$ cat src/rtl/lut_layer_cfg.sv
// Runtime-reconfigurable layer of LUT neurons: serially loaded truth tables,
// a 2-stage valid/ready data pipeline and a load/drain configuration FSM.
module lut_layer_cfg #(
    parameter int unsigned N_NEURONS = 4,
    parameter int unsigned IN_BITS   = 6,
    parameter int unsigned OUT_BITS  = 1
) (
    input  logic                          clk,
    input  logic                          rst_n,
    input  logic                          cfg_start,
    input  logic                          cfg_valid,
    input  logic [OUT_BITS-1:0]           cfg_data,
    output logic                          cfg_done,
    output logic                          cfg_loaded,
    input  logic                          in_valid,
    output logic                          in_ready,
    input  logic [N_NEURONS*IN_BITS-1:0]  in_data,
    output logic                          out_valid,
    input  logic                          out_ready,
    output logic [N_NEURONS*OUT_BITS-1:0] out_data
);

    localparam int unsigned DEPTH = 1 << IN_BITS;
    localparam int unsigned TOTAL = N_NEURONS * DEPTH;
    localparam int unsigned AW    = (TOTAL > 1) ? $clog2(TOTAL) : 1;

    typedef enum logic [1:0] {UNLOADED, DRAIN, LOADING, READY} state_t;

    state_t                          state;
    logic [AW-1:0]                   addr;
    logic [OUT_BITS-1:0]             tbl [TOTAL];
    logic                            s1_valid;
    logic [N_NEURONS*IN_BITS-1:0]    s1_data;
    logic                            s2_free;
    logic                            tbl_we;
    logic [N_NEURONS*OUT_BITS-1:0]   lookup;

    assign s2_free  = !out_valid || out_ready;
    assign in_ready = (state == READY) && (!s1_valid || s2_free);
    // cfg_start in LOADING wins over a same-cycle write
    assign tbl_we   = (state == LOADING) && cfg_valid && !cfg_start;

    always_ff @(posedge clk or negedge rst_n) begin
        if (!rst_n) begin
            state      <= UNLOADED;
            addr       <= '0;
            cfg_done   <= 1'b0;
            cfg_loaded <= 1'b0;
        end else begin
            cfg_done <= 1'b0;
            unique case (state)
                UNLOADED: begin
                    if (cfg_start) begin
                        state <= LOADING;
                        addr  <= '0;
                    end
                end
                READY: begin
                    if (cfg_start) state <= DRAIN;
                end
                DRAIN: begin
                    // empty after this edge: s1 idle and stage 2 idle or handing off
                    if (!s1_valid && s2_free) begin
                        state      <= LOADING;
                        addr       <= '0;
                        cfg_loaded <= 1'b0;
                    end
                end
                LOADING: begin
                    if (cfg_start) begin
                        addr <= '0;
                    end else if (cfg_valid) begin
                        if (addr == AW'(TOTAL - 1)) begin
                            state      <= READY;
                            addr       <= '0;
                            cfg_done   <= 1'b1;
                            cfg_loaded <= 1'b1;
                        end else begin
                            addr <= addr + AW'(1);
                        end
                    end
                end
                default: state <= UNLOADED;
            endcase
        end
    end

    always_ff @(posedge clk or negedge rst_n) begin
        if (!rst_n) begin
            for (int unsigned i = 0; i < TOTAL; i++) tbl[i] <= '0;
        end else if (tbl_we) begin
            tbl[addr] <= cfg_data;
        end
    end

    always_comb begin
        lookup = '0;
        for (int unsigned k = 0; k < N_NEURONS; k++) begin
            lookup[k*OUT_BITS +: OUT_BITS] =
                tbl[AW'(k * DEPTH) + AW'(s1_data[k*IN_BITS +: IN_BITS])];
        end
    end

    always_ff @(posedge clk or negedge rst_n) begin
        if (!rst_n) begin
            s1_valid  <= 1'b0;
            s1_data   <= '0;
            out_valid <= 1'b0;
            out_data  <= '0;
        end else begin
            if (in_valid && in_ready) begin
                s1_valid <= 1'b1;
                s1_data  <= in_data;
            end else if (s2_free) begin
                s1_valid <= 1'b0;
            end
            if (s2_free) begin
                out_valid <= s1_valid;
                if (s1_valid) out_data <= lookup;
            end
        end
    end

endmodule

$ cat config.mk
export PLATFORM = sky130hd
export DESIGN_NAME = lut_layer_cfg
export DESIGN_NICKNAME = d
export VERILOG_FILES = /design/src/rtl/lut_layer_cfg.sv
export SDC_FILE = /design/constraint.sdc
export NUM_CORES = 1
export LEC_CHECK = 0
export ABC_AREA = 1
export BUFFER_PORTS_ARGS = -buffer_cell sky130_fd_sc_hd__buf_2
export CAP_MARGIN = 30
export CORE_UTILIZATION = 35
export CTS_CLUSTER_DIAMETER = 40
export CTS_CLUSTER_SIZE = 10
export DETAILED_ROUTE_END_ITERATION = 16
export HOLD_SLACK_MARGIN = 0.03
export PLACE_DENSITY_LB_ADDON = 0.2
export SYNTH_ARGS = -nofsm -noshare
export SYNTH_HDL_FRONTEND = slang
export SYNTH_SLANG_ARGS = --single-unit
$ cat constraint.sdc
create_clock -name clk -period 1.7 [get_ports clk]
set_input_delay 0.34 -clock clk [delete_from_list [all_inputs] [get_ports clk]]
set_output_delay 0.34 -clock clk [all_outputs]
set_load 0.01 [all_outputs]
==> results of run 1 <==
## report_power, final
| group | switching [mW] | internal (mW) | total (mW) |
|---|---|---|---|
| logic | 4.83 | 3.18 | 8.01 |
| clock network | 3.71 | 6.86 | 10.6 |
| registers | 0.433 | 7.53 | 7.97 |
| total | 8.98 | 17.6 | 26.6 |
## cell usage after synthesis (all sizes together)
master  instances  area share [%]
dfrtp         298              51
nor3b           1           0.051
buf            68             2.6
o21ai          17            0.58
and2            1           0.043
inv            82             2.1
clkinv          8            0.20
a31oi          89             3.8
o21a           22             1.1
nand3         232             7.9
nand2         382             9.9
nor2          365              10
a21oi         252             8.6
mux2            7            0.54
nand3b          3            0.15
clkbuf         51             1.3
nor3            2           0.068
ha              4            0.34
## area by class of cell
class	count	area, um^2
sequential	298	7463
inverter	90	409.1
clock buffer	59	1345
tap	532	665.6
clock inverter	31	401.6
fill	3960	21480
timing repair buffer	219	2510
multi-input combinational	1377	6824
timing repair inverter	1	7.507
## cells by family (layout without fill, tap and decap cells)
logic type	Yosys count	after routing	share of synthesized area, %
AO/OA/AOI/OAI	380	380	14.09
buffers and inverters	209	400	6.212
AND/OR/NAND/NOR	986	986	28.04
adder cells (fa/ha/maj)	4	4	0.3409
flip-flops	298	298	50.79
multiplexers	7	7	0.5369
## registers in the layout (all words and copies together) (netlist names)
name and cells:
out_data 4, addr 8, s1_data 24, cfg_done 1, tbl 256, cfg_loaded 1, state 2, s1_valid 1
out_valid 1
## metrics by stage
| stage | util, % | area [um^2] | hold slack, ps |
|---|---|---|---|
| 2_1_floorplan | - | 14680 | 44.41 |
| 6_report | 47.74 | 19630 | 43.12 |
| 4_1_cts | 44.85 | 18440 | 31.05 |
| 5_1_grt | 47.74 | 19630 | 44.27 |
| 3_3_place_gp | 39.98 | 16440 | 234.3 |
| 3_5_place_dp | 39.98 | 16440 | 234.6 |
## final timing paths
| kind | startpoint | end | slack, ps | depth (start not counted) |
|---|---|---|---|---|
| setup reg to reg | state[0] | tbl[18] | -10 | 10 |
| hold reg to reg | out_data[0] | out_data[0] | 470 | 2 |
| hold / removal | in_data[0] | s1_data[0] | 40 | 3 |
| max in group asynchronous | rst_n | tbl[8] | 740 | 3 |
| setup / recovery | out_valid | in_ready | -10 | 6 |
| min in group asynchronous | rst_n | tbl[103] | 270 | 2 |
## metal layers
metal	share of wire, %	wire length [um]	GRT usage (%)
met5	0	0	0
met4	2.8	1400	5.892
met3	5.9	2929	3.579
met2	46	22650	35.20
met1	45	22420	31.88
## what timing repair did
action	in CTS	in global routing
pin swaps	1	29
gates resized for setup	21	218
setup buffers	2	10
hold endpoints to repair	148	0
cloned	4	19
hold buffers	9	0
endpoints found under the setup margin	45	216
## critical path, stage by stage, from the launching register on
cell and delay [ps]:
dfrtp_1 390, nand2_2 100, inv_2 50, nand2_2 70
nand2_2 60, inv_2 60, buf_6 90
==> results by group, run 1 <==
Placement
  – DP HPWL: 29,700 um
  – Pre-CTS setup slack: -106.2 ps
  – Post-Place Cells: 2,475
  – PortBufs: 38
  – RD Place Congestion: 0.8414

Floorplanning
  – Initial Utilization: 35.72%
  – # IOs: 39
  – CORE AREA: 0.04111 mm^2
  – Die width: 206.8 um
  – Die Ht: 206.8 um
  – Row cnt: 74
  – Die Area: 0.04277 mm^2

Global routing
  – Initial antenna violation count: 0
  – Gr usage total: 22.35%
  – Vias in the first global route: 12,968
  – Gr ovfl total: 0
  – Largest net degree at the start of global routing: 81
  – First-pass GRT wire length: 74,020 um

Yosys
  – Post-synth cell types: 26
  – Register bit total from synthesis: 298
  – Post-Syn Nets: 1,919
  – Synthesized area: 0.01468 mm^2
  – Synth Warn #: 0
  – Synthesized instance count: 1,884
  – Mean post-synth cell area: 7.793 um^2
  – Sequential share of the synthesized area: 50.79%

Status
  – Run status: complete, but fails checks
  – Failing checks: setup timing

Power
  – PwrDens: 1353 mW/mm^2
  – P_leak: 8.769 nW
  – Peak VDD IR: 0.0008114 V
  – Total power: 26.55 mW

Routing
  – Via Count: 13,719
  – Routed Antenna Nets: 0
  – Number of DRC markers in iteration 0: 1,215
  – DR WL/cell: 18.95 um
  – Pre-antenna DRT Iters: 5
  – Via-per-instance ratio: 5.262
  – DRC: 0
  – Final wirelength: 49,400 um

Cells and area
  – Most common cell after layout, fill and taps aside: nand2_1
  – Final non-filler cell total: 2,607
  – Diode count: 0
  – Most frequent cells in the layout: 350 x nand2_1, 293 x dfrtp_1, 265 x nor2_1
  – Share of post-route cells with drive strength above 1: 24.92%
  – Final net count: 2,072
  – Area growth syn-to-layout: 33.67%

Setup path
  – Critical path class: register to primary output
  – CP required: 1360 ps
  – Critical Path Source Type: register
  – Worst path arrival time: 1370 ps
  – Crit path max fanout: 3
  – Crit path capture type: primary output

Clock network
  – Clock-pin slew on the worst setup and hold paths: 50 ps
  – H-tree level count: 2
  – Clk_lat worst skew: 570 ps
  – Clock Sinks: 298
  – Clock root cell: clkbuf_16
  – CTS Buf Count: 50
  – Clock Path Buffers: 3
  – TritonCTS clock tree: done

STA
  – Fmax: 0.5837 GHz
  – RSZ-0062 raised after global routing: true
  – Tcrit/Tclk final: 100.8%
  – Max-slew headroom: 74.57%
  – Measured slew at the worst slew-check pin: 381.4 ps
  – Post-layout min period: 1713 ps
  – Max-slew violation count: 0
  – Setup TNS: -20.13 ps
  – Final Hold Viols: 0
  – Min setup slack post-route: -13.12 ps
  – Endpoints failing setup: 2
  – Final setup skew: 14.53 ps

Hold path
  – Hold WC Path Type: primary input to register

Job
  – Max-Cap Viols: 0
(Power assumes the default switching activity.)
==> run 2, diff against run 1 <==
- ABC_AREA: 1 -> default
==> results by group, run 2 <==
Status
  – Failing checks: setup timing
  – Run status: complete, but fails checks

Routing
  – Via-per-instance ratio: 5.136 (-2.4%)
  – Via Count: 10,411 (-24%)
  – Max layer used: met4
  – Met3 wire length: 1412 um (-52%)
  – DRC: 0 (unchanged)
  – M1 wire length: 20,760 um (-7.4%)
  – Pre-antenna DRT Iters: 4 (-1)
  – Met2 WL: 20,290 um (-10%)
  – DR WL/cell: 21.48 um (+13%)
  – Final wirelength: 43,530 um (-12%)
  – Number of DRC markers in iteration 0: 533 (-56%)
  – Routed Antenna Nets: 0 (unchanged)

Setup path
  – Worst path arrival time: 2360 ps (+990 ps)
  – Critical Path Source Type: register
  – Crit path max fanout: 6 (+3)
  – Crit path capture type: register
  – CP required: 2140 ps (+780 ps)
  – Critical path class: register to register

STA
  – Min setup slack post-route: -224.8 ps (-211.7 ps)
  – Fmax: 0.5195 GHz (-11%)
  – Max-slew violation count: 0 (unchanged)
  – RSZ-0062 raised after global routing: true
  – Endpoints failing setup: 260 (+258)
  – Final setup skew: 15.63 ps (+1.105 ps)
  – Setup TNS: -37,960 ps (-37,940 ps)
  – Post-layout min period: 1925 ps (+211.7 ps)
  – Tcrit/Tclk final: 113.2% (+12 points)
  – Final Hold Viols: 0 (unchanged)
  – Max-slew headroom: 64.99% (-9.6 points)
  – Measured slew at the worst slew-check pin: 525.2 ps (+143.8 ps)

Power
  – Part of the power in the clock network: 56.1% (+16 points)
  – PwrDens: 838.1 mW/mm^2 (-38%)
  – Combinational power share: 3.6% (-27 points)
  – Total power: 17.74 mW (-33%)
  – Sw power: 3.934 mW (-56%)
  – Peak VDD IR: 0.0006045 V (-26%)
  – Internal power: 13.81 mW (-21%)
  – P_leak: 10.23 nW (+17%)
  – Sw Share: 22.18% (-12 points)
  – Sequential power share: 40.3% (+10 points)

Yosys
  – Cell taking the most area after synthesis: dfrtp_1
  – Synth Warn #: 0 (unchanged)
  – Mean post-synth cell area: 12.36 um^2 (+59%)
  – EDFF count, synth: 0 (unchanged)
  – Post-Syn Nets: 1,261 (-34%)
  – Post-synth cell types: 46 (+77%)
  – Async SR Flop Fraction: 100.0% (unchanged)
  – Synthesized area: 0.01516 mm^2 (+3.2%)
  – Main area contributors after synthesis: dfrtp_1 49%, mux2_2 18%, mux4_2 8.6%
  – Synthesized instance count: 1,226 (-35%)
  – Sequential share of the synthesized area: 49.20% (-1.6 points)
  – Most common library cells after synthesis: 298 x dfrtp_1, 239 x mux2_2, 223 x nand2_1
  – Top cell type's share of synthesized area: 49.20% (-1.6 points)
  – Most common cell in the netlist: dfrtp_1
  – Ys flop type: dfrtp_1
  – Register bit total from synthesis: 298 (unchanged)

Placement
  – DP HPWL: 27,330 um (-8.0%)
  – RD Place Congestion: 0.8320 (-1.1%)
  – Pre-CTS setup slack: -345.0 ps (-238.8 ps)
  – PortBufs: 38 (unchanged)

Global routing
  – First-pass GRT wire length: 66,470 um (-10%)
  – Gr usage total: 19.73% (-2.6 points)
  – Initial antenna violation count: 0 (unchanged)
  – Gr ovfl total: 0 (unchanged)
  – Largest net degree at the start of global routing: 56 (-31%)
  – Vias in the first global route: 10,959 (-15%)

Cells and area
  – Most frequent cells in the layout: 288 x dfrtp_1, 176 x mux2_2, 112 x mux2_4
  – Max reg flops: 256 (unchanged)
  – Biggest register: tbl
  – Share of post-route cells with drive strength above 1: 62.32% (+37 points)
  – Most common cell after layout, fill and taps aside: dfrtp_1
  – Final net count: 1,452 (-30%)
  – Top flop regs: tbl (256), s1_data (24), addr (8)
  – Area growth syn-to-layout: 39.65%
  – Fin util: 50.02% (+2.3 points)

Job
  – Max-Cap Viols: 0 (unchanged)

Hold path
  – Hold WC Path Type: primary input to register

Clock network
  – H-tree level count: 2 (unchanged)
  – CTS Buf Count: 48 (-4.0%)
  – Clock Path Buffers: 3 (unchanged)
  – TritonCTS clock tree: done
  – Clock root cell: clkbuf_16
  – Clock Sinks: 298 (unchanged)
  – Clock-pin slew on the worst setup and hold paths: 50 ps (about the same)
  – Clk_lat worst skew: 550 ps (-20 ps)

Floorplanning
  – Initial Utilization: 35.82% (+0.10 points)
  – # IOs: 39 (unchanged)
  – CORE AREA: 0.04232 mm^2 (+2.9%)
  – Die Area: 0.04415 mm^2 (+3.2%)
  – Die Ht: 210.1 um (+1.6%)
  – Row cnt: 75 (+1.4%)
  – Die width: 210.1 um (+1.6%)
## run 2: timing repair
action	4_1_cts	5_1_grt
pin swaps	25	19
setup endpoints to repair	259	274
endpoints found under the hold margin	216	0
resized for setup	253	210
gates cloned	4	6
buffers inserted	14	2
hold buffers	22	0
## run 2: final timing paths
check                            startpoint     endpoint  slack [ps]  cells past startpoint
worst min-delay path            in_data[20]  s1_data[20]          50                      2
worst max register to register     state[0]     tbl[167]        -220                      8
min in group asynchronous             rst_n   s1_data[9]         250                      2
worst min register to register       tbl[4]       tbl[4]         490                      1
max in group asynchronous             rst_n  s1_data[18]         740                      4
worst max-delay path               state[0]     tbl[167]        -220                      8
## run 2: area by class of cell
type,instances,area (um^2)
multi-input cells,819,8698
well taps,577,721.9
inverters,5,18.77
repair buffers,245,2626
diodes,1,2.502
clock buffers,57,1316
clock inverters,25,314.1
flip-flops and latches,298,7470
fillers,3646,21150
## run 2: routing by layer
metal  vias up  track usage, %
li1       4711               -
met1      5472           28.20
met2       170           30.78
met3        58           2.518
met4         0           7.022
met5         -               0
## run 2: logic make-up (layout without fill, tap and decap cells)
kind of cell,count (synthesis),count (layout),share of synthesized area (%)
flip-flops,298,298,49.20
XOR/XNOR,3,3,0.1734
AO/OA/AOI/OAI,38,38,1.824
multiplexers,376,376,32.97
other,0,1,0
adder cells (fa/ha/maj),4,4,0.3302
AND/OR/NAND/NOR,398,398,11.51
buffers and inverters,109,332,3.995
## run 2: worst max-delay path, stage by stage (launching register included)
cell and delay (ps):
dfrtp_1 360, nand4bb_1 200, buf_6 170, nor3b_4 220, buf_6 170, nand2_8 70
clkbuf_16 190, nor2_4 110, mux2_4 310
## run 2: power groups by stage
stage                     clock network (mW)  logic [mW]  registers [mW]
after global placement                     0       0.554            7.27
after CTS                               10.1       0.636            7.15
after floorplan                            0       0.195            7.27
after detailed placement                   0       0.555            7.27
final                                   9.94       0.647            7.15
after global routing                    10.4       0.715            7.15
## run 2: through the flow
step | instances | hold slack, ps | area, um^2
finish | 2027 | 48.74 | 21170
global route | 2026 | 37.24 | 21170
CTS | 2020 | 36.30 | 20280
detailed placement | 1898 | 230.9 | 17320
global placement | 1898 | 227.2 | 17320
floorplan | 1226 | 44.41 | 15500
